$ cat src/rtl/biriscv_trap_sequencer_pkg.sv
// rtl/biriscv_trap_sequencer_pkg.sv - exception codes, FSM states and trap record shared by the trap sequencer
package biriscv_trap_sequencer_pkg;

    localparam int EXCEPTION_W = 6;

    localparam logic [5:0] EXCEPTION_W_NONE             = 6'h00;
    localparam logic [5:0] EXCEPTION_MISALIGNED_FETCH   = 6'h10;
    localparam logic [5:0] EXCEPTION_FAULT_FETCH        = 6'h11;
    localparam logic [5:0] EXCEPTION_ILLEGAL_INSTRUCTION = 6'h12;
    localparam logic [5:0] EXCEPTION_BREAKPOINT         = 6'h13;
    localparam logic [5:0] EXCEPTION_MISALIGNED_LOAD    = 6'h14;
    localparam logic [5:0] EXCEPTION_FAULT_LOAD         = 6'h15;
    localparam logic [5:0] EXCEPTION_MISALIGNED_STORE   = 6'h16;
    localparam logic [5:0] EXCEPTION_FAULT_STORE        = 6'h17;
    localparam logic [5:0] EXCEPTION_ECALL_U            = 6'h18;
    localparam logic [5:0] EXCEPTION_ECALL_S            = 6'h19;
    localparam logic [5:0] EXCEPTION_ECALL_H            = 6'h1a;
    localparam logic [5:0] EXCEPTION_ECALL_M            = 6'h1b;
    localparam logic [5:0] EXCEPTION_PAGE_FAULT_INST    = 6'h1c;
    localparam logic [5:0] EXCEPTION_PAGE_FAULT_LOAD    = 6'h1d;
    localparam logic [5:0] EXCEPTION_PAGE_FAULT_STORE   = 6'h1f;
    localparam logic [5:0] EXCEPTION_INTERRUPT          = 6'h20;
    localparam logic [5:0] EXCEPTION_ERET_U             = 6'h30;
    localparam logic [5:0] EXCEPTION_ERET_S             = 6'h31;
    localparam logic [5:0] EXCEPTION_ERET_H             = 6'h32;
    localparam logic [5:0] EXCEPTION_ERET_M             = 6'h33;
    localparam logic [5:0] EXCEPTION_TYPE_MASK          = 6'h30;

    localparam logic [1:0] TS_IDLE  = 2'd0;
    localparam logic [1:0] TS_TRAP  = 2'd1;
    localparam logic [1:0] TS_FLUSH = 2'd2;

    typedef struct packed {
        logic [5:0]  exc;
        logic [31:0] pc;
        logic [31:0] addr;
    } trap_req_t;

endpackage

$ cat src/rtl/biriscv_trap_sequencer_if.sv
// rtl/biriscv_trap_sequencer_if.sv - pipe, interrupt and regfile signals of the trap sequencer
interface biriscv_trap_sequencer_if;
    logic        p0_exc_valid_i;
    logic [5:0]  p0_exc_i;
    logic [31:0] p0_pc_i;
    logic [31:0] p0_addr_i;
    logic        p1_exc_valid_i;
    logic [5:0]  p1_exc_i;
    logic [31:0] p1_pc_i;
    logic [31:0] p1_addr_i;
    logic [31:0] irq_i;
    logic [31:0] irq_pc_i;
    logic        p0_csr_valid_i;
    logic [11:0] p0_csr_addr_i;
    logic [31:0] p0_csr_data_i;
    logic        p0_csr_ready_o;
    logic        p1_csr_valid_i;
    logic [11:0] p1_csr_addr_i;
    logic [31:0] p1_csr_data_i;
    logic        p1_csr_ready_o;
    logic [5:0]  exception_o;
    logic [31:0] exception_pc_o;
    logic [31:0] exception_addr_o;
    logic [11:0] csr_waddr_o;
    logic [31:0] csr_wdata_o;
    logic        csr_branch_i;
    logic [31:0] csr_target_i;
    logic        branch_o;
    logic [31:0] branch_pc_o;
    logic        flush_o;
    logic        stall_o;

    modport master (
        output p0_exc_valid_i, p0_exc_i, p0_pc_i, p0_addr_i,
        output p1_exc_valid_i, p1_exc_i, p1_pc_i, p1_addr_i,
        output irq_i, irq_pc_i,
        output p0_csr_valid_i, p0_csr_addr_i, p0_csr_data_i,
        output p1_csr_valid_i, p1_csr_addr_i, p1_csr_data_i,
        output csr_branch_i, csr_target_i,
        input  p0_csr_ready_o, p1_csr_ready_o,
        input  exception_o, exception_pc_o, exception_addr_o,
        input  csr_waddr_o, csr_wdata_o,
        input  branch_o, branch_pc_o, flush_o, stall_o
    );

    modport slave (
        input  p0_exc_valid_i, p0_exc_i, p0_pc_i, p0_addr_i,
        input  p1_exc_valid_i, p1_exc_i, p1_pc_i, p1_addr_i,
        input  irq_i, irq_pc_i,
        input  p0_csr_valid_i, p0_csr_addr_i, p0_csr_data_i,
        input  p1_csr_valid_i, p1_csr_addr_i, p1_csr_data_i,
        input  csr_branch_i, csr_target_i,
        output p0_csr_ready_o, p1_csr_ready_o,
        output exception_o, exception_pc_o, exception_addr_o,
        output csr_waddr_o, csr_wdata_o,
        output branch_o, branch_pc_o, flush_o, stall_o
    );
endinterface

$ cat src/rtl/biriscv_trap_sequencer_csr_wr_arb.sv
// rtl/biriscv_trap_sequencer_csr_wr_arb.sv - 2:1 fixed-priority CSR write grant and mux onto one write port
module biriscv_csr_wr_arb (
    input  logic        en,
    input  logic        p0_valid,
    input  logic [11:0] p0_addr,
    input  logic [31:0] p0_data,
    output logic        p0_ready,
    input  logic        p1_valid,
    input  logic [11:0] p1_addr,
    input  logic [31:0] p1_data,
    output logic        p1_ready,
    output logic [11:0] waddr,
    output logic [31:0] wdata
);
    always_comb begin
        p0_ready = en & p0_valid;
        p1_ready = en & p1_valid & ~p0_valid;
        waddr    = 12'h000;
        wdata    = 32'h0;
        if (p0_ready) begin
            waddr = p0_addr;
            wdata = p0_data;
        end else if (p1_ready) begin
            waddr = p1_addr;
            wdata = p1_data;
        end
    end
endmodule

$ cat src/rtl/biriscv_trap_sequencer.sv
// rtl/biriscv_trap_sequencer.sv - arbitrates pipe traps/interrupts into single-cycle regfile exceptions and serialises CSR writes
module biriscv_trap_sequencer
    import biriscv_trap_sequencer_pkg::*;
#(
    parameter int FLUSH_CYCLES = 2
) (
    input logic                      clk_i,
    input logic                      rst_i,
    biriscv_trap_sequencer_if.slave  bus
);
    logic [1:0]  state_q;
    logic [3:0]  cnt_q;
    trap_req_t   trap_q;
    trap_req_t   trap_sel;
    logic        branch_q;
    logic [31:0] branch_pc_q;
    logic        idle;
    logic        trap_req;
    logic        csr_en;

    assign idle     = (state_q == TS_IDLE);
    assign trap_req = bus.p0_exc_valid_i | bus.p1_exc_valid_i | (|bus.irq_i);

    // pipe0 is the older instruction, so its request masks both pipe1 and interrupts
    always_comb begin
        trap_sel = '{exc: bus.p0_exc_i, pc: bus.p0_pc_i, addr: bus.p0_addr_i};
        if (!bus.p0_exc_valid_i && bus.p1_exc_valid_i)
            trap_sel = '{exc: bus.p1_exc_i, pc: bus.p1_pc_i, addr: bus.p1_addr_i};
        else if (!bus.p0_exc_valid_i && !bus.p1_exc_valid_i)
            trap_sel = '{exc: EXCEPTION_INTERRUPT, pc: bus.irq_pc_i, addr: 32'h0};
    end

    always_ff @(posedge clk_i or posedge rst_i) begin
        if (rst_i) begin
            state_q     <= TS_IDLE;
            cnt_q       <= 4'd0;
            trap_q      <= '0;
            branch_q    <= 1'b0;
            branch_pc_q <= 32'h0;
        end else begin
            case (state_q)
                TS_IDLE: begin
                    branch_q <= 1'b0;
                    if (trap_req) begin
                        trap_q  <= trap_sel;
                        state_q <= TS_TRAP;
                    end
                end
                TS_TRAP: begin
                    branch_q    <= bus.csr_branch_i;
                    branch_pc_q <= bus.csr_target_i;
                    cnt_q       <= 4'(FLUSH_CYCLES - 1);
                    state_q     <= TS_FLUSH;
                end
                TS_FLUSH: begin
                    branch_q    <= 1'b0;
                    branch_pc_q <= 32'h0;
                    if (cnt_q == 4'd0)
                        state_q <= TS_IDLE;
                    else
                        cnt_q <= cnt_q - 4'd1;
                end
                default: state_q <= TS_IDLE;
            endcase
        end
    end

    assign bus.exception_o      = (state_q == TS_TRAP) ? trap_q.exc  : 6'h00;
    assign bus.exception_pc_o   = (state_q == TS_TRAP) ? trap_q.pc   : 32'h0;
    assign bus.exception_addr_o = (state_q == TS_TRAP) ? trap_q.addr : 32'h0;
    assign bus.branch_o         = branch_q;
    assign bus.branch_pc_o      = branch_pc_q;
    assign bus.flush_o          = ~idle;
    assign bus.stall_o          = ~idle;

    // any pending trap or interrupt blocks CSR writes so a write never races the trap it belongs with
    assign csr_en = idle & ~rst_i & ~trap_req;

    biriscv_csr_wr_arb u_csr_wr_arb (
        .en       (csr_en),
        .p0_valid (bus.p0_csr_valid_i),
        .p0_addr  (bus.p0_csr_addr_i),
        .p0_data  (bus.p0_csr_data_i),
        .p0_ready (bus.p0_csr_ready_o),
        .p1_valid (bus.p1_csr_valid_i),
        .p1_addr  (bus.p1_csr_addr_i),
        .p1_data  (bus.p1_csr_data_i),
        .p1_ready (bus.p1_csr_ready_o),
        .waddr    (bus.csr_waddr_o),
        .wdata    (bus.csr_wdata_o)
    );
endmodule
$ cat src/flat_wrapper.sv
// flat-port wrapper written by rule: the top's interface ports become plain ports
module biriscv_trap_sequencer_flat import biriscv_trap_sequencer_pkg::*;
#(
    parameter int FLUSH_CYCLES = 2
)
  (clk_i, rst_i, bus_p0_exc_valid_i, bus_p0_exc_i, bus_p0_pc_i, bus_p0_addr_i, bus_p1_exc_valid_i, bus_p1_exc_i, bus_p1_pc_i, bus_p1_addr_i, bus_irq_i, bus_irq_pc_i, bus_p0_csr_valid_i, bus_p0_csr_addr_i, bus_p0_csr_data_i, bus_p1_csr_valid_i, bus_p1_csr_addr_i, bus_p1_csr_data_i, bus_csr_branch_i, bus_csr_target_i, bus_p0_csr_ready_o, bus_p1_csr_ready_o, bus_exception_o, bus_exception_pc_o, bus_exception_addr_o, bus_csr_waddr_o, bus_csr_wdata_o, bus_branch_o, bus_branch_pc_o, bus_flush_o, bus_stall_o);
  biriscv_trap_sequencer_if bus_i ();
  input logic clk_i;
  input logic rst_i;
  input wire logic [$bits(bus_i.p0_exc_valid_i)-1:0] bus_p0_exc_valid_i;
  input wire logic [$bits(bus_i.p0_exc_i)-1:0] bus_p0_exc_i;
  input wire logic [$bits(bus_i.p0_pc_i)-1:0] bus_p0_pc_i;
  input wire logic [$bits(bus_i.p0_addr_i)-1:0] bus_p0_addr_i;
  input wire logic [$bits(bus_i.p1_exc_valid_i)-1:0] bus_p1_exc_valid_i;
  input wire logic [$bits(bus_i.p1_exc_i)-1:0] bus_p1_exc_i;
  input wire logic [$bits(bus_i.p1_pc_i)-1:0] bus_p1_pc_i;
  input wire logic [$bits(bus_i.p1_addr_i)-1:0] bus_p1_addr_i;
  input wire logic [$bits(bus_i.irq_i)-1:0] bus_irq_i;
  input wire logic [$bits(bus_i.irq_pc_i)-1:0] bus_irq_pc_i;
  input wire logic [$bits(bus_i.p0_csr_valid_i)-1:0] bus_p0_csr_valid_i;
  input wire logic [$bits(bus_i.p0_csr_addr_i)-1:0] bus_p0_csr_addr_i;
  input wire logic [$bits(bus_i.p0_csr_data_i)-1:0] bus_p0_csr_data_i;
  input wire logic [$bits(bus_i.p1_csr_valid_i)-1:0] bus_p1_csr_valid_i;
  input wire logic [$bits(bus_i.p1_csr_addr_i)-1:0] bus_p1_csr_addr_i;
  input wire logic [$bits(bus_i.p1_csr_data_i)-1:0] bus_p1_csr_data_i;
  input wire logic [$bits(bus_i.csr_branch_i)-1:0] bus_csr_branch_i;
  input wire logic [$bits(bus_i.csr_target_i)-1:0] bus_csr_target_i;
  output wire logic [$bits(bus_i.p0_csr_ready_o)-1:0] bus_p0_csr_ready_o;
  output wire logic [$bits(bus_i.p1_csr_ready_o)-1:0] bus_p1_csr_ready_o;
  output wire logic [$bits(bus_i.exception_o)-1:0] bus_exception_o;
  output wire logic [$bits(bus_i.exception_pc_o)-1:0] bus_exception_pc_o;
  output wire logic [$bits(bus_i.exception_addr_o)-1:0] bus_exception_addr_o;
  output wire logic [$bits(bus_i.csr_waddr_o)-1:0] bus_csr_waddr_o;
  output wire logic [$bits(bus_i.csr_wdata_o)-1:0] bus_csr_wdata_o;
  output wire logic [$bits(bus_i.branch_o)-1:0] bus_branch_o;
  output wire logic [$bits(bus_i.branch_pc_o)-1:0] bus_branch_pc_o;
  output wire logic [$bits(bus_i.flush_o)-1:0] bus_flush_o;
  output wire logic [$bits(bus_i.stall_o)-1:0] bus_stall_o;
  assign bus_i.p0_exc_valid_i = bus_p0_exc_valid_i;
  assign bus_i.p0_exc_i = bus_p0_exc_i;
  assign bus_i.p0_pc_i = bus_p0_pc_i;
  assign bus_i.p0_addr_i = bus_p0_addr_i;
  assign bus_i.p1_exc_valid_i = bus_p1_exc_valid_i;
  assign bus_i.p1_exc_i = bus_p1_exc_i;
  assign bus_i.p1_pc_i = bus_p1_pc_i;
  assign bus_i.p1_addr_i = bus_p1_addr_i;
  assign bus_i.irq_i = bus_irq_i;
  assign bus_i.irq_pc_i = bus_irq_pc_i;
  assign bus_i.p0_csr_valid_i = bus_p0_csr_valid_i;
  assign bus_i.p0_csr_addr_i = bus_p0_csr_addr_i;
  assign bus_i.p0_csr_data_i = bus_p0_csr_data_i;
  assign bus_i.p1_csr_valid_i = bus_p1_csr_valid_i;
  assign bus_i.p1_csr_addr_i = bus_p1_csr_addr_i;
  assign bus_i.p1_csr_data_i = bus_p1_csr_data_i;
  assign bus_i.csr_branch_i = bus_csr_branch_i;
  assign bus_i.csr_target_i = bus_csr_target_i;
  assign bus_p0_csr_ready_o = bus_i.p0_csr_ready_o;
  assign bus_p1_csr_ready_o = bus_i.p1_csr_ready_o;
  assign bus_exception_o = bus_i.exception_o;
  assign bus_exception_pc_o = bus_i.exception_pc_o;
  assign bus_exception_addr_o = bus_i.exception_addr_o;
  assign bus_csr_waddr_o = bus_i.csr_waddr_o;
  assign bus_csr_wdata_o = bus_i.csr_wdata_o;
  assign bus_branch_o = bus_i.branch_o;
  assign bus_branch_pc_o = bus_i.branch_pc_o;
  assign bus_flush_o = bus_i.flush_o;
  assign bus_stall_o = bus_i.stall_o;
  biriscv_trap_sequencer #(.FLUSH_CYCLES(FLUSH_CYCLES)) u_core (.clk_i(clk_i), .rst_i(rst_i), .bus(bus_i));
endmodule
$ cat config.mk
export PLATFORM = sky130hd
export DESIGN_NAME = biriscv_trap_sequencer_flat
export DESIGN_NICKNAME = d
export VERILOG_FILES = /design/src/rtl/biriscv_trap_sequencer_pkg.sv /design/src/rtl/biriscv_trap_sequencer_if.sv /design/src/rtl/biriscv_trap_sequencer_csr_wr_arb.sv /design/src/rtl/biriscv_trap_sequencer.sv /design/src/flat_wrapper.sv
export SDC_FILE = /design/constraint.sdc
export NUM_CORES = 1
export LEC_CHECK = 0
export ABC_AREA = 1
export BUFFER_PORTS_ARGS = -buffer_cell sky130_fd_sc_hd__buf_4
export CORE_AREA = 2 2 188 190
export CTS_CLUSTER_DIAMETER = 120
export CTS_CLUSTER_SIZE = 25
export DETAILED_ROUTE_END_ITERATION = 8
export DIE_AREA = 0 0 190 192
export HOLD_SLACK_MARGIN = 0.08
export PLACE_DENSITY = 0.48
export SLEW_MARGIN = 5
export SYNTH_ARGS = -nofsm -noshare
export SYNTH_HDL_FRONTEND = slang
export SYNTH_HIERARCHICAL = 1
export SYNTH_SLANG_ARGS = --single-unit
$ cat constraint.sdc
create_clock -name clk_i -period 7.35 [get_ports clk_i]
set_input_delay 0.3675 -clock clk_i [delete_from_list [all_inputs] [get_ports clk_i]]
set_output_delay 0.3675 -clock clk_i [all_outputs]
set_load 0.005 [all_outputs]
# == Yosys cells after proc, flatten, opt, wreduce, memory -nomap -nowiden ==
# Cells that the tools add are included.
# word_totals
reg_bits,109
in_bits,331
output_inout_bits,151
elab_cells,53
# op_classes
n_addsub,1
n_eq_ne,5
n_mux,16
bitwise_logic,11
reduce_logical,13
# ops
op,count
$mux 70,2
$mux 32,4
$pmux 32 s2,1
$reduce_or 32->1,1
$mux 12,2
$pmux 4 s2,1
$mux 6,1
$pmux 2 s3,1
$reduce_and 2->1,3
$and 1x1->1,5
$logic_not 4->1,1
$mux 2,2
$mux 4,1
$ne 2x2->1 const B,2
$not 1->1,4
$reduce_bool 2->1,2
$sub 4x1->4 const B,1
$eq 2x1->1 const B,1
$eq 2x2->1 const B,1
$logic_and 1x1->1,2
$logic_not 1->1,2
$logic_not 2->1,1
$ne 2x1->1 const B,1
$or 1x1->1,2
other kinds (2),2

# == Depth between registers and ports, before layout ==
# Gate-level depths: netlist of the first run.
# depth
depth_word,8
mapped_depth,13
mapped_depth_nobuf,11

# == By module ==
# Netlist of the first run, hierarchy kept.
# by_module_without_submodules
mod,n_inst,cells_per_inst,area_per_inst_um2,seq_area_each_um2
biriscv_trap_sequencer,1,786,5958.2,2727.6
biriscv_csr_wr_arb,1,155,747.0,0.0

# == Worst setup path after synthesis of the first run ==
# No wires, ideal clock.
# synth_path
path_type,reg2out
from,register u_core.state_q[0]
to,output port bus_csr_waddr_o[10]
t_arrival_ns,1.856
required_time_ns,6.983
slack_ns,5.127
stages_incl_launch_ff,13
n_path_buf,4
cell_sequence,dfrtp_1 inv_1 ha_1 clkbuf_1 clkbuf_1 nand3_1 nor2_1 buf_4 nand2_2 inv_4 buf_6 nand2_1 nand2_1
# synth_between
elab_cells_between_ends,8
classes_between,mux (2); bitwise (5); reduce/logical (1)
# synth_rtl
element,line_no,text
start: declaration,biriscv_trap_sequencer.sv:11,logic [1:0] state_q;
start signal: assignment,biriscv_trap_sequencer.sv:35,state_q <= TS_IDLE;
start signal: assignment,biriscv_trap_sequencer.sv:46,state_q <= TS_TRAP;
start signal: assignment,biriscv_trap_sequencer.sv:53,state_q <= TS_FLUSH;
$logic_not 2->1,biriscv_trap_sequencer.sv:21,assign idle = (state_q == TS_IDLE);
$and 1x1->1 (2 in a row),biriscv_trap_sequencer.sv:77,assign csr_en = idle & ~rst_i & ~trap_req;
named net u_core.csr_en,biriscv_trap_sequencer.sv:19,logic csr_en;
$and 1x1->1,biriscv_trap_sequencer_csr_wr_arb.sv:16,p0_ready = en & p0_valid;
named net bus_p0_csr_ready_o,flat_wrapper.sv:28,output wire logic [$bits(bus_i.p0_csr_ready_o)-1:0] bus_p0_csr_ready_o;
$mux 12,biriscv_trap_sequencer_csr_wr_arb.sv:20,if (p0_ready) begin
end: declaration,flat_wrapper.sv:33,output wire logic [$bits(bus_i.csr_waddr_o)-1:0] bus_csr_waddr_o;
# The timed path passes the listed nets, and every way through them passes these cells.

# == Final worst setup path of the first run ==
# layout_path
from,register u_core.state_q[0]
to,output port bus_csr_waddr_o[5]
# layout_between
elab_chain_cells,7
elab_cells_between_ends,8
classes_between,mux (2); bitwise (5); reduce/logical (1)
# layout_lines
element,line_no,text
$logic_not 2->1 (*),biriscv_trap_sequencer.sv:21,
$and 1x1->1 (*) (2 in a row),biriscv_trap_sequencer.sv:77,
named net u_core.csr_en,biriscv_trap_sequencer.sv:19,
$and 1x1->1 (2 in a row),biriscv_trap_sequencer_csr_wr_arb.sv:17,p1_ready = en & p1_valid & ~p0_valid;
$mux 12,biriscv_trap_sequencer_csr_wr_arb.sv:23,end else if (p1_ready) begin
$mux 12 (*),biriscv_trap_sequencer_csr_wr_arb.sv:20,
# The timed path passes the listed nets; every way through them passes the cells marked *.

==> reports/results.ini, run 1 <==
[run_status]
status=finished, final reports clean

[drt]
antenna_left=0
first_pass_iters=4
post-route-drc-count=0
vias_per_cell=4.27
drtIter0Drc=256
wl_mm=28.8
vias=7788
wl_per_cell_microns=15.8

[sta]
tns_ns=0
maxSlewViolCount=0
finalSetupViolations=0
worst_slew_pin_slew_ns=1.20
hold_viol=0
period_minus_slack_ns=3.81
rsz0062_at_grt=false
whs_ns=0.135
finalCritPeriodShare_pct=51.8
fin_skew_ns=0.0134
fmax_ghz=0.262
fin_ws_ns=3.54
timing.slew.headroom_pct=20.0

[clock_network]
root_buffer=clkbuf_16
clock_latency_ns=0.35
ctsHoldBuffers=0
clkSlewWorstSetupHoldPaths_ns=0.09
post_cts_buffers=0
cts_max_path_buffers=2
ctsResizeCount=0
cts.sinks=109
htreeDepth=3
cts_tree=done
cts_buffers=9

[layout]
area.growth.synth_to_final_pct=61.9
stdcell_area_sq_um=10900
final_nets=1699
drive_above_1_share_pct=37.6
insertedDiodeCount=0

[floorplan]
die_w_microns=190
io_pins=482
core_area_sq_um=34300
rows=68
die_area_sq_um=36500
start_util_pct=19.6
dieHeight_microns=192

[power_and_ir_drop]
total_power_uw=1520
power_frac_clock_pct=35.0
pwr-share-comb_pct=22.2
switchingPower_uw=434
sw_frac_of_total_pct=28.6
p_leak_uw=0.00623
p_int_uw=1080
powerDensity_nw_per_um2=140
ir_drop_mv=0.108
p_seq_share_pct=42.7

[synthesis]
ys_seq_area_share_pct=40.7
yosysTopAreaCell=dfrtp_1
yosys_warnings=6
avgSynthCellArea_sq_um=7.13
synth.distinct_cells=26
synth_top_area_share_pct=40.7
syn_inst=941
syn_area_sq_um=6710
ys_ff_latch=109
syn_nets=1277
synth_area_leaders=dfrtp_1 (41%), nand2_1 (16%), inv_1 (8.1%)

[setup_path]
max_stage_delay_ns=0.45
cpMostUsedCell=buf_4
cp_cell_sequence=inv_1, ha_2, buf_4, nand3_1, nor2_4, buf_4, nand2_2, inv_4, nand2_1, nand2_1, buf_4
required_ns=6.98
worst-path-max-fanout=46
arrival_ns=3.44
crit_start=u_core/state_q[0]
reg2reg_from=u_core/state_q[0]
criticalPathCategory=reg2out
crit_slowest_cell=buf_4
crit_path_end_kind=primary output
cp-start-kind=flip-flop

[placed_design]
numPortBuffers=481
place_hpwl_mm=21.9
postPlaceCellArea_sq_um=10500
globalplace.congestion=0.814
dpl_worst_slack_ns=3.78

[grt]
grt_pass1_vias=7694
grt_pass1_wl_mm=43.0
antenna_found_initial=0
grt_overflow=0
grt_max_degree=104
grt_usage_pct=15.1

[hold_path]
hp-class=in2async

[job]
drv_cap=0

## flip-flops by register name, summed over array words and instances (netlist names)
| register | flops |
|---|---|
| u_core/trap_q | 70 |
| u_core/bus.branch_pc_o | 32 |
| u_core/cnt_q | 4 |
| u_core/state_q | 2 |
| u_core/bus.branch_o | 1 |
## per-layer routing
metal | share of wire, % | global-route usage, %
met2 | 50 | 27.6
met5 | 0 | 0
met3 | 8.6 | 4.28
met1 | 39 | 17.2
met4 | 1.8 | 3.67
## critical path, delay by kind of cell, from the launching register on
family	cells	cell delay (ns)
buffers and inverters	5	1.50
DFF	1	0.43
adders and majority gates	1	0.16
and+or+nand+nor	5	0.95
## path summary, 6_finish.rpt
path	to	slack, ns	cells after the start
max	bus_csr_waddr_o[5]	3.54	11
min	u_core/trap_q[15]	0.14	2
max reg2reg	u_core/trap_q[60]	4.98	5
min reg2reg	u_core/trap_q[7]	0.48	2
max in group asynchronous	u_core/trap_q[52]	5.97	3
min in group clk_i	u_core/bus.branch_pc_o[2]	0.23	3
## cell families after synthesis
| kind of cell | share of synthesized area, % |
|---|---|
| compound gates | 14.5 |
| xor+xnor | 0.261 |
| fa+ha+maj | 0.933 |
| buf+inv | 14.6 |
| flops | 40.7 |
| simple gates | 29.1 |
## placed cells by master, fill, tap and decap left out, types with 2 or more instances in the layout
cell,n
o22ai_1,4
o21ai_0,38
nand3_1,74
a221oi_1,32
inv_4,2
nand4_1,46
nor2_4,2
clkinv_8,2
inv_8,2
nand2_2,2
a22o_1,37
inv_12,2
nor2_1,52
ha_1,3
ha_2,2
clkbuf_16,9
o21ai_1,30
nand2_1,282
dfrtp_1,109
buf_4,486
inv_1,143
## power by group through the flow
| stage | Clock [uW] | Combinational (uW) | Sequential (uW) |
|---|---|---|---|
| 4_1_cts | 553 | 344 | 648 |
| 3_3_place_gp | 0 | 342 | 660 |
| 5_1_grt | 570 | 377 | 653 |
| 2_1_floorplan | 0 | 123 | 655 |
| 3_5_place_dp | 0 | 344 | 659 |
| 6_report | 531 | 337 | 648 |
## Yosys cell counts (all sizes together)
library cell	number
nand3	74
nor3	1
nand4	46
o21ai	68
a22o	37
clkbuf	31
nor2	55
a221oi	32
buf	44
dfrtp	109
xor2	1
ha	5
clkinv	2
nand2	285
inv	146
xnor2	1
o22ai	4
## layout make-up
class | count | area, sq um
clock buffers | 9 | 225
well taps | 455 | 569
multi-input cells | 609 | 3020
fillers | 3754 | 23400
repair buffers | 486 | 3650
inverters | 148 | 562
flip-flops and latches | 109 | 2730
clock inverters | 7 | 96.3
## per-stage QoR
stage | utilization (%) | std cells
final | 31.7 | 1823
after detailed placement | 30.7 | 1807
after CTS | 31.7 | 1823
after floorplan | - | 941
after global placement | 30.7 | 1807
after global routing | 31.7 | 1823
(Power assumes the default switching activity.)
==> inputs of run 2 (changes only) <==
--- a/config.mk
+++ b/config.mk
@@ -7,11 +7,11 @@
 export LEC_CHECK = 0
 export ABC_AREA = 1
 export BUFFER_PORTS_ARGS = -buffer_cell sky130_fd_sc_hd__buf_4
-export CORE_AREA = 2 2 188 190
+export CORE_AREA = 2 2 189 191
 export CTS_CLUSTER_DIAMETER = 120
 export CTS_CLUSTER_SIZE = 25
 export DETAILED_ROUTE_END_ITERATION = 8
-export DIE_AREA = 0 0 190 192
+export DIE_AREA = 0 0 191 193
 export HOLD_SLACK_MARGIN = 0.08
 export PLACE_DENSITY = 0.48
 export SLEW_MARGIN = 5
==> constraint.sdc (replaced) <==
create_clock -name clk_i -period 3.85 [get_ports clk_i]
set_input_delay 0.1925 -clock clk_i [delete_from_list [all_inputs] [get_ports clk_i]]
set_output_delay 0.1925 -clock clk_i [all_outputs]
set_load 0.005 [all_outputs]
==> run 2 against run 1 <==
Combinational power is 100% higher. Sequential share of layout area is 0.82 points lower. Routed wire length is 4.1% higher. Critical path type is now in2out. Via count is 0.91% higher. Cell area is 3.4% higher. Total power is 95% higher. Critical path depth is 1 lower.
==> reports/results.ini, run 2 (same netlist as run 1, synthesis figures left out) <==
[clock_network]
clock_latency_ns=0.36
clkSlewWorstSetupHoldPaths_ns=0.08
cts_tree=done
ctsResizeCount=0
cts_max_path_buffers=2
post_cts_buffers=0
root_buffer=clkbuf_16
cts.sinks=109
cts_buffers=9
htreeDepth=3

[sta]
fin_skew_ns=0.00798
timing.slew.headroom_pct=36.1
hold_viol=0
fmax_ghz=0.397
worst_slew_pin_slew_ns=0.959
maxSlewViolCount=0
tns_ns=0
finalCritPeriodShare_pct=65.4
rsz0062_at_grt=false
finalSetupViolations=0
period_minus_slack_ns=2.52

[layout]
final_util_pct=32.1
area.growth.synth_to_final_pct=67.3
fillers=3820
final_common_cell=buf_4
insertedDiodeCount=0
final_nets=1735
ff_latch_area_sq_um=2730
drive_above_1_share_pct=37.0
mostFrequentLayoutCells=buf_4 (491), nand2_1 (282), inv_1 (143)
multi_input_area_sq_um=3020
largest_register=u_core/trap_q
largest_reg_flops=70

[floorplan]
start_util_pct=19.2
die_area_sq_um=36900
io_pins=482
core_area_sq_um=35000
die_w_microns=191
dieHeight_microns=193
rows=69

[power_and_ir_drop]
p_leak_uw=0.00639
ir_drop_mv=0.188
pwr-share-comb_pct=23.0
powerDensity_nw_per_um2=264
sw_frac_of_total_pct=26.3
power_frac_clock_pct=35.3
switchingPower_uw=778
p_int_uw=2180
p_seq_share_pct=41.8

[grt]
grt_max_degree=72
grt_pass1_vias=7596
antenna_found_initial=0
grt_usage_pct=15.5
grt_pass1_wl_mm=43.6
grt_overflow=0

[placed_design]
globalplace.congestion=0.768
place_hpwl_mm=22.9
numPortBuffers=481

[setup_path]
arrival_ns=2.33
criticalPathCategory=in2out
required_ns=3.66
cp-start-kind=primary input
worst-path-max-fanout=71
crit_path_end_kind=primary output

[hold_path]
hp-class=in2async

[drt]
drt-met1-wl_mm=12.1
post-route-drc-count=0
wl_met2_mm=15.3
wl_met3_mm=2.51
vias_per_cell=4.21
first_pass_iters=4
top_layer_used=met4
wl_mm=30.0
vias=7859
wl_per_cell_microns=16.1
antenna_left=0
drtIter0Drc=268

[run_status]
status=finished, final reports clean

[job]
drv_cap=0

==> run 2: power by group through the flow <==
stage,combinational [uW],sequential (uW),clock [uW]
finish,680,1240,1040
global route,758,1240,1140
CTS,698,1240,1100
detailed placement,671,1260,0
global placement,669,1260,0
floorplan,234,1250,0
==> run 2: path summary, 6_finish.rpt <==
path | slack, ns | cells after the start | start | to
hold / removal | 0.06 | 2 | rst_i | u_core/cnt_q[3]
setup / recovery | 1.33 | 10 | bus_p0_exc_valid_i | bus_csr_wdata_o[8]
setup reg to reg | 1.55 | 7 | u_core/state_q[0] | u_core/trap_q[61]
min in group clk_i | 0.11 | 3 | bus_csr_branch_i | u_core/bus.branch_o
max in group asynchronous | 3.03 | 3 | rst_i | u_core/trap_q[22]
hold reg to reg | 0.47 | 2 | u_core/trap_q[18] | u_core/trap_q[18]
==> run 2: worst max-delay path, stage by stage <==
cell and delay [ns]:
buf_4 0.34, clkinv_2 0.14, nand4_1 0.20, nor2_2 0.19
nand3_1 0.18, nor2_4 0.14, buf_4 0.44, nand4_1 0.19
nand2_1 0.13, buf_4 0.11
==> run 2: area by class of cell <==
| type | count | share of cell area, % |
|---|---|---|
| Timing Repair Buffer | 522 | 35.7 |
| Multi-Input combinational cell | 609 | 27.0 |
| Sequential cell | 109 | 24.3 |
| Tap cell | 461 | 5.14 |
| Inverter | 148 | 5.01 |
| Clock buffer | 9 | 2.01 |
| Clock inverter | 7 | 0.870 |
==> run 2: timing repair <==
| item | 4_1_cts | 5_1_grt |
|---|---|---|
| hold buffers | 30 | 0 |
| hold endpoints to repair | 30 | 0 |
| endpoints found under the setup margin | 0 | 0 |
==> run 2: routing by layer <==
layer,vias up,GRT usage (%)
li1,3949,-
met2,316,28.4
met3,8,3.87
met4,0,2.50
met1,3586,18.4
met5,-,0
==> run 2: stage by stage <==
step,hold slack (ns),cell area [sq um],std cells,total power (uW),setup WS [ns]
2_1_floorplan,0.343,6710,941,1490,0.784
3_3_place_gp,0.430,10600,1819,1930,1.44
3_5_place_dp,0.433,10600,1819,1930,1.35
4_1_cts,0.0837,11200,1865,3030,1.30
5_1_grt,0.113,11200,1865,3140,1.13
6_report,0.0557,11200,1865,2960,1.33
